## config.mk

```make
export PLATFORM = sky130hd
export DESIGN_NAME = imem_loader
export DESIGN_NICKNAME = d
export VERILOG_FILES = /design/src/rtl/imem_loader_pkg.sv /design/src/rtl/imem_loader_byte_packer.sv /design/src/rtl/imem_loader.sv
export SDC_FILE = /design/constraint.sdc
export NUM_CORES = 1
export LEC_CHECK = 0
export CAP_MARGIN = 20
export CORE_UTILIZATION = 45
export CTS_BUF_LIST = sky130_fd_sc_hd__clkbuf_4
export CTS_CLUSTER_DIAMETER = 60
export DETAILED_ROUTE_END_ITERATION = 6
export GPL_TIMING_DRIVEN = 1
export PLACE_DENSITY = 0.71
export SLEW_MARGIN = 20
export SYNTH_ARGS = -nofsm -noshare
export SYNTH_HDL_FRONTEND = slang
export SYNTH_SLANG_ARGS = --single-unit
```

## constraint.sdc

```tcl
create_clock -name i_clk -period 1.8 [get_ports i_clk]
set_input_delay 0.45 -clock i_clk [delete_from_list [all_inputs] [get_ports i_clk]]
set_output_delay 0.45 -clock i_clk [all_outputs]
set_load 0.005 [all_outputs]
```

## src/rtl/imem_loader_pkg.sv

```systemverilog
// Shared types and constants for the boot-time instruction memory loader.
package imem_loader_pkg;

    localparam int LDR_MAX_WORDS = 64;
    localparam int LDR_ADDR_W    = 8;
    localparam int LDR_CSUM_W    = 8;

    typedef enum logic [2:0] {
        ST_IDLE  = 3'd0,
        ST_COUNT = 3'd1,
        ST_DATA  = 3'd2,
        ST_CHECK = 3'd3,
        ST_DONE  = 3'd4,
        ST_ERROR = 3'd5
    } state_e;

    // A word count is usable only if it is non-zero and fits the memory.
    function automatic logic count_ok(input logic [7:0] n, input int max_words);
        return (n != 8'd0) && (int'(n) <= max_words);
    endfunction

endpackage

```

## src/rtl/imem_loader_byte_packer.sv

```systemverilog
// Packs accepted stream bytes MSB-first into 32-bit words and flags the 4th byte.
module imem_loader_byte_packer (
    input  logic        i_clk,
    input  logic        i_rst_n,
    input  logic        i_clear,
    input  logic        i_accept,
    input  logic [7:0]  i_byte,
    output logic [31:0] o_word,
    output logic        o_word_done
);

    logic [1:0]  r_lane;
    logic [23:0] r_shift;

    // The completed word is presented combinationally so the loader can register it.
    assign o_word      = {r_shift, i_byte};
    assign o_word_done = i_accept && (r_lane == 2'd3);

    // Lane counter and shift register advance only on accepted bytes.
    always_ff @(posedge i_clk or negedge i_rst_n) begin
        if (!i_rst_n) begin
            r_lane  <= 2'd0;
            r_shift <= 24'd0;
        end else if (i_clear) begin
            r_lane  <= 2'd0;
            r_shift <= 24'd0;
        end else if (i_accept) begin
            r_lane  <= r_lane + 2'd1;
            r_shift <= {r_shift[15:0], i_byte};
        end else begin
            r_lane  <= r_lane;
            r_shift <= r_shift;
        end
    end

endmodule

```

## src/rtl/imem_loader.sv

```systemverilog
// Boot loader: receives a counted, checksummed byte image and writes it into
// instruction memory, releasing the core only after a clean load.
module imem_loader
    import imem_loader_pkg::*;
#(
    parameter int MAX_WORDS = LDR_MAX_WORDS,
    parameter int ADDR_W    = LDR_ADDR_W
) (
    input  logic              i_clk,
    input  logic              i_reset,
    input  logic              i_start,
    input  logic              i_rx_valid,
    input  logic [7:0]        i_rx_data,
    output logic              o_rx_ready,
    output logic              o_im_we,
    output logic [ADDR_W-1:0] o_im_addr,
    output logic [31:0]       o_im_wdata,
    output logic              o_core_run,
    output logic              o_busy,
    output logic              o_done,
    output logic              o_error,
    output logic [6:0]        o_words_loaded
);

    state_e                  r_state;
    state_e                  w_state_nxt;
    logic [6:0]              r_count;
    logic [6:0]              r_words;
    logic [LDR_CSUM_W-1:0]   r_csum;
    logic                    r_im_we;
    logic [ADDR_W-1:0]       r_im_addr;
    logic [31:0]             r_im_wdata;
    logic                    r_core_run;

    logic                    w_busy;
    logic                    w_accept;
    logic                    w_restart;
    logic                    w_count_ok;
    logic                    w_last_word;
    logic                    w_data_acc;
    logic                    w_word_done;
    logic [31:0]             w_word;
    logic [ADDR_W-1:0]       w_word_addr;

    assign w_busy      = (r_state == ST_COUNT) || (r_state == ST_DATA) || (r_state == ST_CHECK);
    assign w_accept    = i_rx_valid && w_busy;
    assign w_restart   = i_start && ((r_state == ST_IDLE) || (r_state == ST_DONE) ||
                                     (r_state == ST_ERROR));
    assign w_count_ok  = count_ok(i_rx_data, MAX_WORDS);
    assign w_last_word = ((r_words + 7'd1) == r_count);
    assign w_data_acc  = w_accept && (r_state == ST_DATA);
    assign w_word_addr = ADDR_W'({r_words, 2'b00});

    imem_loader_byte_packer u_packer (
        .i_clk       (i_clk),
        .i_rst_n     (i_reset),
        .i_clear     (w_restart),
        .i_accept    (w_data_acc),
        .i_byte      (i_rx_data),
        .o_word      (w_word),
        .o_word_done (w_word_done)
    );

    // Next-state logic; transitions happen on the edge accepting the triggering byte.
    always_comb begin
        w_state_nxt = r_state;
        case (r_state)
            ST_IDLE, ST_DONE, ST_ERROR: begin
                if (i_start) w_state_nxt = ST_COUNT;
                else         w_state_nxt = r_state;
            end
            ST_COUNT: begin
                if (w_accept) w_state_nxt = w_count_ok ? ST_DATA : ST_ERROR;
                else          w_state_nxt = r_state;
            end
            ST_DATA: begin
                if (w_word_done && w_last_word) w_state_nxt = ST_CHECK;
                else                            w_state_nxt = r_state;
            end
            ST_CHECK: begin
                if (w_accept) w_state_nxt = (i_rx_data == r_csum) ? ST_DONE : ST_ERROR;
                else          w_state_nxt = r_state;
            end
            default: w_state_nxt = ST_IDLE;
        endcase
    end

    // State, checksum, word counter and registered memory-write port.
    always_ff @(posedge i_clk or negedge i_reset) begin
        if (!i_reset) begin
            r_state    <= ST_IDLE;
            r_count    <= 7'd0;
            r_words    <= 7'd0;
            r_csum     <= 8'd0;
            r_im_we    <= 1'b0;
            r_im_addr  <= '0;
            r_im_wdata <= 32'd0;
            r_core_run <= 1'b0;
        end else begin
            r_state    <= w_state_nxt;
            r_im_we    <= 1'b0;
            // Delayed by one cycle after DONE so the last write has retired first.
            r_core_run <= (r_state == ST_DONE) && (w_state_nxt == ST_DONE);
            if (w_restart) begin
                r_words <= 7'd0;
                r_csum  <= 8'd0;
            end
            if (w_accept && (r_state == ST_COUNT) && w_count_ok) begin
                r_count <= i_rx_data[6:0];
            end
            if (w_data_acc) begin
                r_csum <= r_csum ^ i_rx_data;
            end
            if (w_word_done) begin
                r_im_we    <= 1'b1;
                r_im_addr  <= w_word_addr;
                r_im_wdata <= w_word;
                r_words    <= r_words + 7'd1;
            end
        end
    end

    assign o_rx_ready     = w_busy;
    assign o_busy         = w_busy;
    assign o_done         = (r_state == ST_DONE);
    assign o_error        = (r_state == ST_ERROR);
    assign o_im_we        = r_im_we;
    assign o_im_addr      = r_im_addr;
    assign o_im_wdata     = r_im_wdata;
    assign o_core_run     = r_core_run;
    assign o_words_loaded = r_words;

endmodule
```

# Word level (Yosys, flattened, before mapping)
# Cells that the tools add are included.
# totals
mem_count	0
inputBits	12
out_inout_bits	53
rom_bits	0
ram_bits	0
latchBits	0
ff_bits	91
# op_classes
eq_ne	9
n_reduce_logical	18
div	0
muxes	16
bitwise	1
shifts	0
multipliers	0
addsub	2
order_cmp	1
# ops
cell	count
$mux 24	2
$mux 8	2
$mux 3	5
$mux 7	2
$pmux 3 s4	1
$eq 3x3->1 const B	3
$logic_and 1x1->1	9
$eq 8x8->1	1
$le 8x7->1 const B	1
$reduce_bool 8->1	1
$xor 8x8->8	1
$add 7x1->7 const B	1
$eq 7x7->1	1
$eq 3x2->1 const B	2
$logic_or 1x1->1	4
$mux 2	2
$reduce_bool 2->1	2
$eq 3x1->1 const B	1
$logic_not 3->1	1
$reduce_or 3->1	1
$add 2x1->2 const B	1
$eq 2x2->1 const B	1
$mux 1	2

# Longest topological paths before layout
# depth
word_depth	11
depth_mapped	9

# Modules after synthesis
# From an unflattened synthesis, not the netlist that was laid out.
# hier_totals
hier_cells	340
area_unflattened_um2	4113.9
# by_module_without_submodules
mod	seq_area_each_um2	area_each_um2	cells_each	n_inst
imem_loader	1626.6	2960.3	246	1
imem_loader_byte_packer	650.6	1153.6	94	1

# Worst setup path before layout
# Ideal clock, no wire load.
# synth_path
path_type	input to register
from	input port i_rx_data[5]
to	register r_count[6]
slack_ns	0.014
arrival_ns	1.661
required_time_ns	1.675
path_buffers	0
path_stages	5
path_cell_list	nor4_2 > nand3_1 > a211oi_2 > nand3_4 > mux2_4
# synth_between
elab_chain_len	3
# synth_rtl
element	line	text
start: declaration	imem_loader.sv:13	input logic [7:0] i_rx_data,
$le 8x7->1 or $reduce_bool 8->1 (tied branches)	imem_loader_pkg.sv:19	return (n != 8'd0) && (int'(n) <= max_words);
$logic_and 1x1->1 (*)	imem_loader_pkg.sv:19	
$logic_and 1x1->1 (*)	imem_loader.sv:108	if (w_accept && (r_state == ST_COUNT) && w_count_ok) begin
end signal: assignment	imem_loader.sv:109	r_count <= i_rx_data[6:0];
end: declaration	imem_loader.sv:27	logic [6:0] r_count;
# Mark *: on every way between the ends. The rest lies on a longest branch, timed or not.
# A chain may end at the register's enable or synchronous reset.

# Final worst setup path
# layout_path
from	register r_state[1]
to	output port o_done
# layout_between
elab_chain_len	1
# layout_rtl
element	line	text
start: declaration	imem_loader.sv:25	state_e r_state;
start signal: assignment	imem_loader.sv:100	r_state <= w_state_nxt;
$eq 3x3->1	imem_loader.sv:125	assign o_done = (r_state == ST_DONE);
end: declaration	imem_loader.sv:20	output logic o_done,
# Every way passes these cells.

==> summary.md <==
| Metric | Value |
|---|---|
| Seq/Total Area, Yosys | 58.7% |
| Vias in the first global route | 2885 |
| Final Wtd Congestion | slightly above 0.8 |
| YS warnings | 0 |
| WL/cell | approximately 14 um |
| Max Slew Vio Count | 0 |
| Adder-Cell Fraction of Synth Area | less than 1% |
| DRC | 0 |
| CTS tree | yes |
| Tcrit/Tclk final | 99.9% |
| Core Region | between 8000 and 9000 um^2 |
| Num Clock Sinks | between 90 and 100 |
| Synth Area in Compound Gates | roughly a tenth |
| Hold WS | approximately 420 ps |
| Total grt overflow | 0 |
| Initial antenna violation count | 1 |
| Worst setup margin | between 2 and 2.5 ps |
| Fillers | roughly 710 |
| Crit path cell chain | buf_6, nand2b_4, nor2_2, buf_2 |
| Worst-case clock buffer depth | 2 |
| PortBufs | 62 |
| Status | finished clean |
| Fraction of layout cells with a size suffix above 1 | between 20% and 30% |
| CP arrival | 1350 ps |
| XOR/XNOR Fraction of Synth Area | between 4 and 5% |
| Largest area contributor in the netlist | dfrtp_1 |
| Die height | about 95 um |
| Worst slack, placed | -599 ps |
| CTS Buf Count | 9 |
| Post-synthesis mux area share | 6.77% |
| Final WL | around 8.4 mm |
| Critical Path RT | ~1400 ps |
| Final setup viols | 0 |
| Die X-Extent | roughly 95 um |
| Synthesized instance count | roughly 360 |
| Post-Synth Simple-Gate Area | about 16% |
| Worst-skew pair later-pin latency | 460 ps |
| Area share of the largest cell type after synthesis | between 50% and 60% |
| Post-DP HPWL | 5.65 mm |
| Root buffer cell | clkbuf_4 |
| Final hold violation count | 0 |
| Max cap viols | 0 |
| Max stage delay cell, worst path | dfrtp_1 |
| CP Capture Type | output port |
| Crit path max-delay family | flip-flops |
| Distinct cells, synth | 39 |
| Cell Pwr Density | 917 nW/um^2 |
| Max FO, Critical Path | 3 |
| WP buf/inv | 2 |
| WS Path Type | flip-flop to output port |
| Initial Util | ~47% |
| Top Ports | 65 |
| Area Growth Syn to Fin | 34.0% |
| Final Critical Period | about 1800 ps |
| HP Class | primary input to async pin |
| Drt via density | ~5.0 |
| Placement Rows | 33 |
| Unrepaired setup endpoints after global routing | true |
| Final non-filler cell total | between 500 and 600 |
| Synth top area cells | dfrtp_1 (59%), nand2_1 (10%), a22o_1 (4.1%) |
| Die area | 8990 um^2 |
| Worst IR Drop VDD | 505 uV |
| Startpoint types | flip-flop |
| Largest net degree at the start of global routing | 37 |
| Main combinational cell family by area after synthesis | simple AND/OR/NAND/NOR gates |
| Worst-path clk slew | about 160 ps |
| Vias | ~2.9k |
| Max incr delay on CP | approximately 430 ps |
| Cells after DPL | 537 |
| Global-route wire length before repair | between 10 and 15 mm |
| GRT Util Overall | approximately a fifth |
| Post-synthesis register bit count | 91 |
| Number of routed nets with antenna violations | 0 |
| Fmax | 556 MHz |
| Lkg Pwr | 3.13 nW |
| Post-layout nets | approximately 490 |
| Max H-tree Level | 3 |
| Avg Cell Area, Syn | roughly 11 um^2 |
| Fin util | 62.6% |
| DR pass1 iterations | 4 |
| Initial DRC Count | roughly 170 |
| Synth Cell Area | 3880 um^2 |
| Skew final | approximately 29 ps |
## cell usage after synthesis
cell,number
buf_4,6
xor2_1,2
o32ai_1,1
xnor2_1,16
nor2b_1,1
and3b_1,1
clkbuf_1,4
and4bb_1,1
dfrtp_1,91
a211oi_1,1
nor4_2,1
and3_1,2
nor2_1,20
inv_2,1
nand3_4,1
nand3_1,4
nand2_1,105
buf_2,9
nor3b_1,1
or3_1,1
and2_1,2
nand2b_1,4
nand4_1,2
mux2_1,14
conb_1,1
ha_1,2
a21o_1,1
o2111ai_1,1
mux2_4,7
o21ai_1,17
o31ai_1,5
nor3_1,3
o311a_1,1
buf_1,2
a211oi_2,1
o21ai_0,9
a22o_1,18
a21oi_1,2
inv_1,2
## state kept, by name, summed over array words and instances, names as in the netlist
name / count
o_im_addr: 6
r_csum: 8
o_words_loaded: 7
o_im_wdata: 32
r_count: 7
r_state: 3
o_im_we: 1
u_packer.r_shift: 24
u_packer.r_lane: 2
o_core_run: 1
## per-stage QoR
step | setup TNS, ps | power [W] | cell area, um^2
after global placement | -13190 | 0.00352 | 4760
final | 0 | 0.00477 | 5200
after CTS | -22.0 | 0.00476 | 5060
after global routing | -289 | 0.00501 | 5200
after detailed placement | -14950 | 0.00355 | 4760
after floorplan | 0 | 0.00308 | 3880
## cell type report
class	instances	area, um^2	area share (%)
Timing Repair Buffer	117	1080	20.8
Tap cell	105	131	2.53
Sequential cell	91	2280	43.9
Clock inverter	7	81.3	1.56
Clock buffer	9	67.6	1.30
Inverter	3	11.3	0.217
Multi-Input combinational cell	249	1540	29.6
Antenna cell	1	2.50	0.0481
## placed cells by master, fill, tap and decap left out, drive strengths merged, types with 2 or more instances in the layout
cell type,netlist,layout
nand2,105,105
dfrtp,91,91
buf,17,59
dlygate4sd2,0,27
o21ai,26,26
dlymetal6s2s,0,22
mux2,21,21
nor2,20,20
a22o,18,18
xnor2,16,16
clkbuf,4,9
clkdlybuf4s50,0,8
inv,3,6
nand3,5,5
o31ai,5,5
nand2b,4,4
clkinv,0,4
nor3,3,3
xor2,2,2
a21oi,2,2
and3,2,2
nand4,2,2
and2,2,2
ha,2,2
conb,1,2
a211oi,2,2
## kinds of logic (layout without fill, tap and decap cells)
group / after synthesis / after routing
mux: 21 / 21
flops: 91 / 91
other cells: 1 / 3
simple gates: 149 / 149
xor+xnor: 18 / 18
compound gates: 57 / 57
buf+inv: 24 / 136
fa+ha+maj: 2 / 2
## repair_timing
item,in CTS,in global routing
setup endpoints to repair,39,45
setup buffers,20,7
pin swaps,5,4
gates resized for setup,56,28
hold buffers,1,0
hold endpoints to repair,22,0
## where the power goes
| group | internal (W) | leakage (nW) | switching, W |
|---|---|---|---|
| clock | 0.000337 | 0.0801 | 0.000803 |
| combinational | 0.000620 | 1.81 | 0.000611 |
| sequential | 0.00224 | 1.24 | 0.000162 |
## layer usage
layer	track usage (%)	up-vias	part of all wire, %	wire length (um)
li1	-	1439	-	-
met1	30.0	1421	49	4070
met2	32.0	62	46	3870
met3	2.66	11	3.1	262
met4	9.22	0	1.9	163
met5	0	-	0	0
## worst paths after layout
check	from	to	slack [ps]	cells past startpoint
worst max-delay path	r_state[1]$_DFF_PN0_	o_done	2	4
worst min-delay path	i_reset	o_im_wdata[5]$_DFFE_PN0P_	420	2
worst max register to register	r_state[0]$_DFF_PN0_	r_state[0]$_DFF_PN0_	20	6
worst min register to register	u_packer.r_shift[19]$_DFFE_PN0P_	o_im_wdata[27]$_DFFE_PN0P_	490	2
max in group asynchronous	i_reset	r_csum[4]$_DFFE_PN0P_	860	3
min in group i_clk	u_packer.r_shift[19]$_DFFE_PN0P_	o_im_wdata[27]$_DFFE_PN0P_	490	2
(Power assumes the default switching activity.)
